--- config.mk ---
export PLATFORM = sky130hd
export DESIGN_NAME = backprop_sequencer_flat
export DESIGN_NICKNAME = d
export VERILOG_FILES = /design/src/rtl/backprop_sequencer_pkg.sv /design/src/rtl/backprop_sequencer_if.sv /design/src/rtl/backprop_sequencer_index_counter.sv /design/src/rtl/backprop_sequencer.sv /design/src/flat_wrapper.sv
export SDC_FILE = /design/constraint.sdc
export NUM_CORES = 1
export LEC_CHECK = 0
export ABC_AREA = 0
export CAP_MARGIN = 20
export CELL_PAD_IN_SITES_DETAIL_PLACEMENT = 2
export CELL_PAD_IN_SITES_GLOBAL_PLACEMENT = 2
export CORE_ASPECT_RATIO = 0.9
export CORE_MARGIN = 3
export CORE_UTILIZATION = 15
export CTS_CLUSTER_DIAMETER = 40
export DETAILED_ROUTE_END_ITERATION = 12
export MAX_ROUTING_LAYER = met4
export PLACE_DENSITY_LB_ADDON = 0.1
export SLEW_MARGIN = 40
export SYNTH_ARGS = -nofsm -noshare
export SYNTH_HDL_FRONTEND = slang
export SYNTH_SLANG_ARGS = --single-unit
--- constraint.sdc ---
create_clock -name clk -period 1.86 [get_ports clk]
set_input_delay 0.465 -clock clk [delete_from_list [all_inputs] [get_ports clk]]
set_output_delay 0.465 -clock clk [all_outputs]
set_load 0.02 [all_outputs]
--- src/rtl/backprop_sequencer_pkg.sv ---
// Shared types and constants for the backprop sequencer slice.
package backprop_pkg;

   // Width of every index field carried in the control bundle.
   localparam int IDX_W    = 32;
   localparam int PULSE_W  = 4;
   localparam int BUNDLE_W = 3 * IDX_W + PULSE_W;

   typedef enum logic [2:0] {
      ST_IDLE,
      ST_CLEAR,
      ST_CAL,
      ST_STORE,
      ST_DYDY,
      ST_DONE
   } state_e;

   // Low nibble of the bundle, MSB first.
   typedef struct packed {
      logic update_storage;
      logic update_dy_dy_old;
      logic cal_dc_dw;
      logic reset_bit;
   } pulse_t;

   // Counter width able to hold 0..n-1, never narrower than one bit.
   function automatic int idx_width(input int n);
      return (n > 1) ? $clog2(n) : 1;
   endfunction

endpackage

--- src/rtl/backprop_sequencer_if.sv ---
// Handshake/control bundle between the sequencer and its environment.
interface backprop_sequencer_if
   import backprop_pkg::*;
#(
   parameter int backprop_controll_size = BUNDLE_W
) ();

   logic                              start;
   logic                              stall;
   logic [backprop_controll_size-1:0] backprop_controll_bundle;
   logic                              busy;
   logic                              done;

   // Environment side: issues requests and stalls, observes control.
   modport master (
      output start,
      output stall,
      input  backprop_controll_bundle,
      input  busy,
      input  done
   );

   // Sequencer side.
   modport slave (
      input  start,
      input  stall,
      output backprop_controll_bundle,
      output busy,
      output done
   );

endinterface

--- src/rtl/backprop_sequencer_index_counter.sv ---
// Loadable up/down index counter. wrap_o flags the terminal value for the
// current direction (MAX when counting up, 0 when counting down); an enabled
// step from that value wraps around.
module backprop_index_counter #(
   parameter int W   = 2,
   parameter int MAX = 3
) (
   input  logic         clk,
   input  logic         reset,
   input  logic         load_i,
   input  logic [W-1:0] load_val_i,
   input  logic         en_i,
   input  logic         up_i,
   output logic [W-1:0] count_o,
   output logic         wrap_o
);

   localparam logic [W-1:0] MAX_V = W'(MAX);

   logic [W-1:0] count_q;
   logic [W-1:0] count_d;

   // Next count: load has priority over a step.
   always_comb begin
      count_d = count_q;
      if (load_i) begin
         count_d = load_val_i;
      end else if (en_i) begin
         if (up_i) begin
            count_d = wrap_o ? '0 : count_q + 1'b1;
         end else begin
            count_d = wrap_o ? MAX_V : count_q - 1'b1;
         end
      end
   end

   // Counter register with synchronous clear.
   always_ff @(posedge clk) begin
      if (reset) begin
         count_q <= '0;
      end else begin
         count_q <= count_d;
      end
   end

   assign wrap_o  = up_i ? (count_q == MAX_V) : (count_q == '0);
   assign count_o = count_q;

endmodule

--- src/rtl/backprop_sequencer.sv ---
// Backprop pass sequencer: walks layers top-down, emitting one clear, a run
// of dc/dw row steps, a storage update and a dy/dy update per layer.
module backprop_sequencer
   import backprop_pkg::*;
#(
   parameter int size                   = 3,
   parameter int data_size              = 16,
   parameter int layer_count            = 2,
   parameter int backprop_controll_size = 32 * 3 + 4
) (
   input  logic                 clk,
   input  logic                 reset,
   backprop_sequencer_if.slave  bus
);

   localparam int ROW_W   = idx_width(size);
   localparam int LAYER_W = idx_width(layer_count);

   state_e             state_q;
   pulse_t             pulse_q;
   logic               done_q;

   logic [ROW_W-1:0]   row_cnt;
   logic               row_last;
   logic [LAYER_W-1:0] layer_cnt;
   logic               layer_zero;

   logic               start_pass;
   logic               advance;
   logic               row_en;
   logic               layer_en;

   logic [IDX_W-1:0]   layer_field;
   logic [IDX_W-1:0]   row_field;

   // data_size only rides along in the parameter list.
   logic unused_data_size;
   assign unused_data_size = ^data_size;

   // Counter control: load on pass start, step only on unstalled cycles.
   always_comb begin
      start_pass = (state_q == ST_IDLE) && bus.start;
      advance    = (state_q != ST_IDLE) && !bus.stall;
      row_en     = advance && (state_q == ST_CAL);
      layer_en   = advance && (state_q == ST_DYDY) && !layer_zero;
   end

   backprop_index_counter #(
      .W   (ROW_W),
      .MAX (size - 1)
   ) u_row_cnt (
      .clk        (clk),
      .reset      (reset),
      .load_i     (start_pass),
      .load_val_i ('0),
      .en_i       (row_en),
      .up_i       (1'b1),
      .count_o    (row_cnt),
      .wrap_o     (row_last)
   );

   backprop_index_counter #(
      .W   (LAYER_W),
      .MAX (layer_count - 1)
   ) u_layer_cnt (
      .clk        (clk),
      .reset      (reset),
      .load_i     (start_pass),
      .load_val_i (LAYER_W'(layer_count - 1)),
      .en_i       (layer_en),
      .up_i       (1'b0),
      .count_o    (layer_cnt),
      .wrap_o     (layer_zero)
   );

   // Sequencing FSM; the pulse registers describe the state being entered,
   // and a stalled cycle holds the state with every pulse dropped.
   always_ff @(posedge clk) begin
      if (reset) begin
         state_q <= ST_IDLE;
         pulse_q <= '0;
         done_q  <= 1'b0;
      end else begin
         pulse_q <= '0;
         done_q  <= 1'b0;
         if (state_q == ST_IDLE) begin
            if (bus.start) begin
               state_q           <= ST_CLEAR;
               pulse_q.reset_bit <= 1'b1;
            end
         end else if (!bus.stall) begin
            case (state_q)
               ST_CLEAR: begin
                  state_q           <= ST_CAL;
                  pulse_q.cal_dc_dw <= 1'b1;
               end
               ST_CAL: begin
                  if (row_last) begin
                     state_q                <= ST_STORE;
                     pulse_q.update_storage <= 1'b1;
                  end else begin
                     pulse_q.cal_dc_dw <= 1'b1;
                  end
               end
               ST_STORE: begin
                  state_q                  <= ST_DYDY;
                  pulse_q.update_dy_dy_old <= 1'b1;
               end
               ST_DYDY: begin
                  if (layer_zero) begin
                     state_q <= ST_DONE;
                     done_q  <= 1'b1;
                  end else begin
                     state_q           <= ST_CAL;
                     pulse_q.cal_dc_dw <= 1'b1;
                  end
               end
               default: begin
                  state_q <= ST_IDLE;
               end
            endcase
         end
      end
   end

   // Index fields are pure decodes of registers, so they are glitch-free and
   // hold naturally while stalled.
   always_comb begin
      layer_field = (state_q == ST_IDLE) ? '0 : IDX_W'(layer_cnt);
      row_field   = (state_q == ST_CAL)  ? IDX_W'(row_cnt) : '0;
   end

   assign bus.backprop_controll_bundle =
      backprop_controll_size'({layer_field, layer_field, row_field, pulse_q});
   assign bus.busy = (state_q != ST_IDLE);
   assign bus.done = done_q;

endmodule

--- src/flat_wrapper.sv ---
// flat-port wrapper written by rule: the top's interface ports become plain ports
module backprop_sequencer_flat import backprop_pkg::*;
#(
   parameter int size                   = 3,
   parameter int data_size              = 16,
   parameter int layer_count            = 2,
   parameter int backprop_controll_size = 32 * 3 + 4
)
  (clk, reset, bus_start, bus_stall, bus_backprop_controll_bundle, bus_busy, bus_done);
  backprop_sequencer_if #(.backprop_controll_size(backprop_controll_size)) bus_i ();
  input  logic clk;
  input  logic reset;
  input wire logic [$bits(bus_i.start)-1:0] bus_start;
  input wire logic [$bits(bus_i.stall)-1:0] bus_stall;
  output wire logic [$bits(bus_i.backprop_controll_bundle)-1:0] bus_backprop_controll_bundle;
  output wire logic [$bits(bus_i.busy)-1:0] bus_busy;
  output wire logic [$bits(bus_i.done)-1:0] bus_done;
  assign bus_i.start = bus_start;
  assign bus_i.stall = bus_stall;
  assign bus_backprop_controll_bundle = bus_i.backprop_controll_bundle;
  assign bus_busy = bus_i.busy;
  assign bus_done = bus_i.done;
  backprop_sequencer #(.size(size), .data_size(data_size), .layer_count(layer_count), .backprop_controll_size(backprop_controll_size)) u_core (.clk(clk), .reset(reset), .bus(bus_i));
endmodule
==> flow_summary_export.csv <==
group,metric,value,unit
grt,grt_max_degree,11,
timing,hold_viol_final,0,
setup_path,cp_max_fo,5,
timing,fin_crit_sh,95.5,%
power,clockPowerShare,16.2,%
clocking,cts.clk_slew.worst_paths,0.05,ns
detailed_routing,vias_per_cell,2.88,
power,p_switching,723,uW
power,leakagePower,0.638,nW
power,ir_worst_vdd,0.223,mV
grt,antenna_found_initial,0,
timing,setup_viol,0,
setup_path,end_kind,"primary output",
place,place.gp.congestion,0.737,
setup_path,startpoint,"u_core.state_q[2]",
finish,final_cell_mix,"92 x conb_1, 12 x buf_4, 10 x dfxtp_1",
place,port_buffers,13,
min_path,hp-start,"u_core.u_row_cnt.count_o[0]",
power,internal_power,819,uW
clocking,hold_buffers,0,
setup_path,start_kind,"flip-flop",
timing,rsz0062_at_grt,"no",
setup_path,crit-reg2reg-launch,"u_core.state_q[1]",
timing,worst_slack,0.0839,ns
detailed_routing,ant_nets,0,
detailed_routing,dr_total_vias,799,
clocking,worstSkewPairLatency,0.24,ns
grt,grt_pass1_wl,4.35,mm
clocking,cts_resized,8,
timing,fin_setup_tns,0,ns
finish,drive_gt1_share,12.7,%
clocking,clock_sinks,11,
power,finalPower,1.54,mW
floorplanning,start_util,16.0,%
outcome,status,"finished clean",
yosys,yosys_warnings,0,
floorplanning,die_w,102,um
finish,postLayoutCoreUtil,16.2,%
power,pwr-share-comb,60.4,%
grt,grt_pass1_vias,828,
floorplanning,fp-row-count,30,
grt,overflow,0,
power,swShare,46.9,%
timing,hold_ws,0.569,ns
detailed_routing,drc,0,
yosys,ys_ff_latch,11,
floorplanning,design.core.area,7850,um2
setup_path,cp.depth,3,
power,seq_power_share,23.3,%
setup_path,slowest_stage,"dfxtp_2",
detailed_routing,wl_per_cell,10.5,um
finish,num_antenna_cells,0,
setup_path,worst-path-buf-inv,1,
clocking,cts_setup_buffers,0,
clocking,cts-root-buf,"clkbuf_8",
floorplanning,fp.dieH,92.7,um
setup_path,path_class,"flip-flop to primary output",
power,power_density,1220,nW/um2
setup_path,reg2regPathDepth,6,
yosys,postSynthCellCount,159,
min_path,hold_class,"flip-flop to flip-flop",
setup_path,required,1.39,ns
setup_path,path_delay_family,"simple AND/OR/NAND/NOR gates",
timing,fin_crit,1.78,ns
run,maxCapViolations,0,
finish,mostFrequentLayoutCell,"conb_1",
finish,syn_to_final_growth,1.10,%
clocking,cts_tree,"yes",
yosys,syn_area,1250,um2
place,dp_slack,-0.0856,ns
setup_path,cp_cell_sequence,"nor2_1 > and3_1 > dlygate4sd2_1",
clocking,cts_max_path_buffers,2,
timing,skew,0.00149,ns
floorplanning,die_area,9490,um2
clocking,htree_levels,1,
yosys,synth_cell_types,30,
finish,nets,186,
clocking,numCtsBuffers,3,
setup_path,slowest_delay,0.36,ns
detailed_routing,drt_iter0_drc,40,
place,place_hpwl,2.43,mm
detailed_routing,dr.pass1.iters,4,
yosys,avgSynthCellArea,7.88,um2
floorplanning,io_pins,106,
min_path,worstHoldPathCells,2,
grt,grt.total_usage,6.06,%
timing,maxSlewViolCount,0,
detailed_routing,routed_wl,2.91,mm
timing,fmax,0.563,GHz
yosys,ys_seq_area_share,17.6,%
setup_path,worstPathArrival,1.31,ns
-- worst reg2reg max path, stage by stage, from the launching register on --
cell,delay [ns]
dfxtp_1,0.39
buf_4,0.14
buf_4,0.16
or3b_4,0.41
nor2_2,0.13
nand3b_1,0.09
a211oi_1,0.24
-- registers in the layout, summed over array words and instances, names as in the netlist --
signal,count
u_core.bus.backprop_controll_bundle,4
u_core.state_q,3
u_core.u_row_cnt.count_o,2
u_core.bus.done,1
u_core.u_layer_cnt.count_o,1
-- metal layers --
layer | global-route usage (%) | share of wire [%] | vias up
li1 | - | - | 368
met1 | 6.33 | 38 | 376
met2 | 10.9 | 53 | 53
met3 | 1.43 | 8.7 | 2
met4 | 2.30 | 0.65 | 0
met5 | - | 0 | -
-- Yosys cell counts, drive strengths merged --
master / instances / area [um2]
or4b: 1 / 13.8
dfxtp: 11 / 220
buf: 96 / 713
nand3: 2 / 10.0
nor2: 10 / 42.5
or3b: 1 / 11.3
conb: 1 / 3.75
nor2b: 2 / 12.5
nor3: 6 / 30.0
o21ai: 3 / 15.0
nor4: 1 / 6.26
or2b: 1 / 7.51
o211ai: 1 / 12.5
a32oi: 1 / 8.76
nand3b: 2 / 15.0
or4bb: 1 / 11.3
a211oi: 1 / 7.51
mux2i: 1 / 10.0
and2: 1 / 6.26
a311oi: 1 / 15.0
o21a: 1 / 7.51
a21oi: 3 / 15.0
clkbuf: 2 / 7.51
nand2: 1 / 3.75
inv: 3 / 11.3
o22a: 2 / 17.5
and3: 2 / 12.5
nand2b: 1 / 6.26
-- power by group through the flow --
stage	clock network (mW)	logic (mW)	registers [mW]
floorplan	0	0.754	0.340
global placement	0	0.934	0.347
detailed placement	0	0.951	0.346
CTS	0.274	0.943	0.359
global route	0.278	1.03	0.370
finish	0.251	0.932	0.360
-- area by class of cell --
| class | count | area, um2 |
|---|---|---|
| fillers | 942 | 6580 |
| multi-input cells | 138 | 654 |
| inverters | 3 | 11.3 |
| well taps | 96 | 120 |
| clock buffers | 4 | 45.0 |
| repair buffers | 25 | 215 |
| flip-flops and latches | 11 | 221 |
-- worst paths after layout --
kind                                           to  slack [ns]
setup / recovery  bus_backprop_controll_bundle[5]        0.08
hold reg to reg       u_core.u_row_cnt.count_o[1]        0.57
hold / removal        u_core.u_row_cnt.count_o[1]        0.57
setup reg to reg      u_core.u_row_cnt.count_o[1]        0.19
-- logic make-up after synthesis --
kind of cell	share of synthesized area [%]
buffers and inverters	58.4
AND/OR/NAND/NOR	15.1
AO/OA/AOI/OAI	7.88
flip-flops	17.6
multiplexers	0.798
other	0.299
-- per-stage QoR --
step	instances	cell area [um2]
floorplan	250	1600
global placement	273	1210
detailed placement	273	1210
CTS	277	1270
global route	277	1270
finish	277	1270
Power figures use the tool's default switching activity.
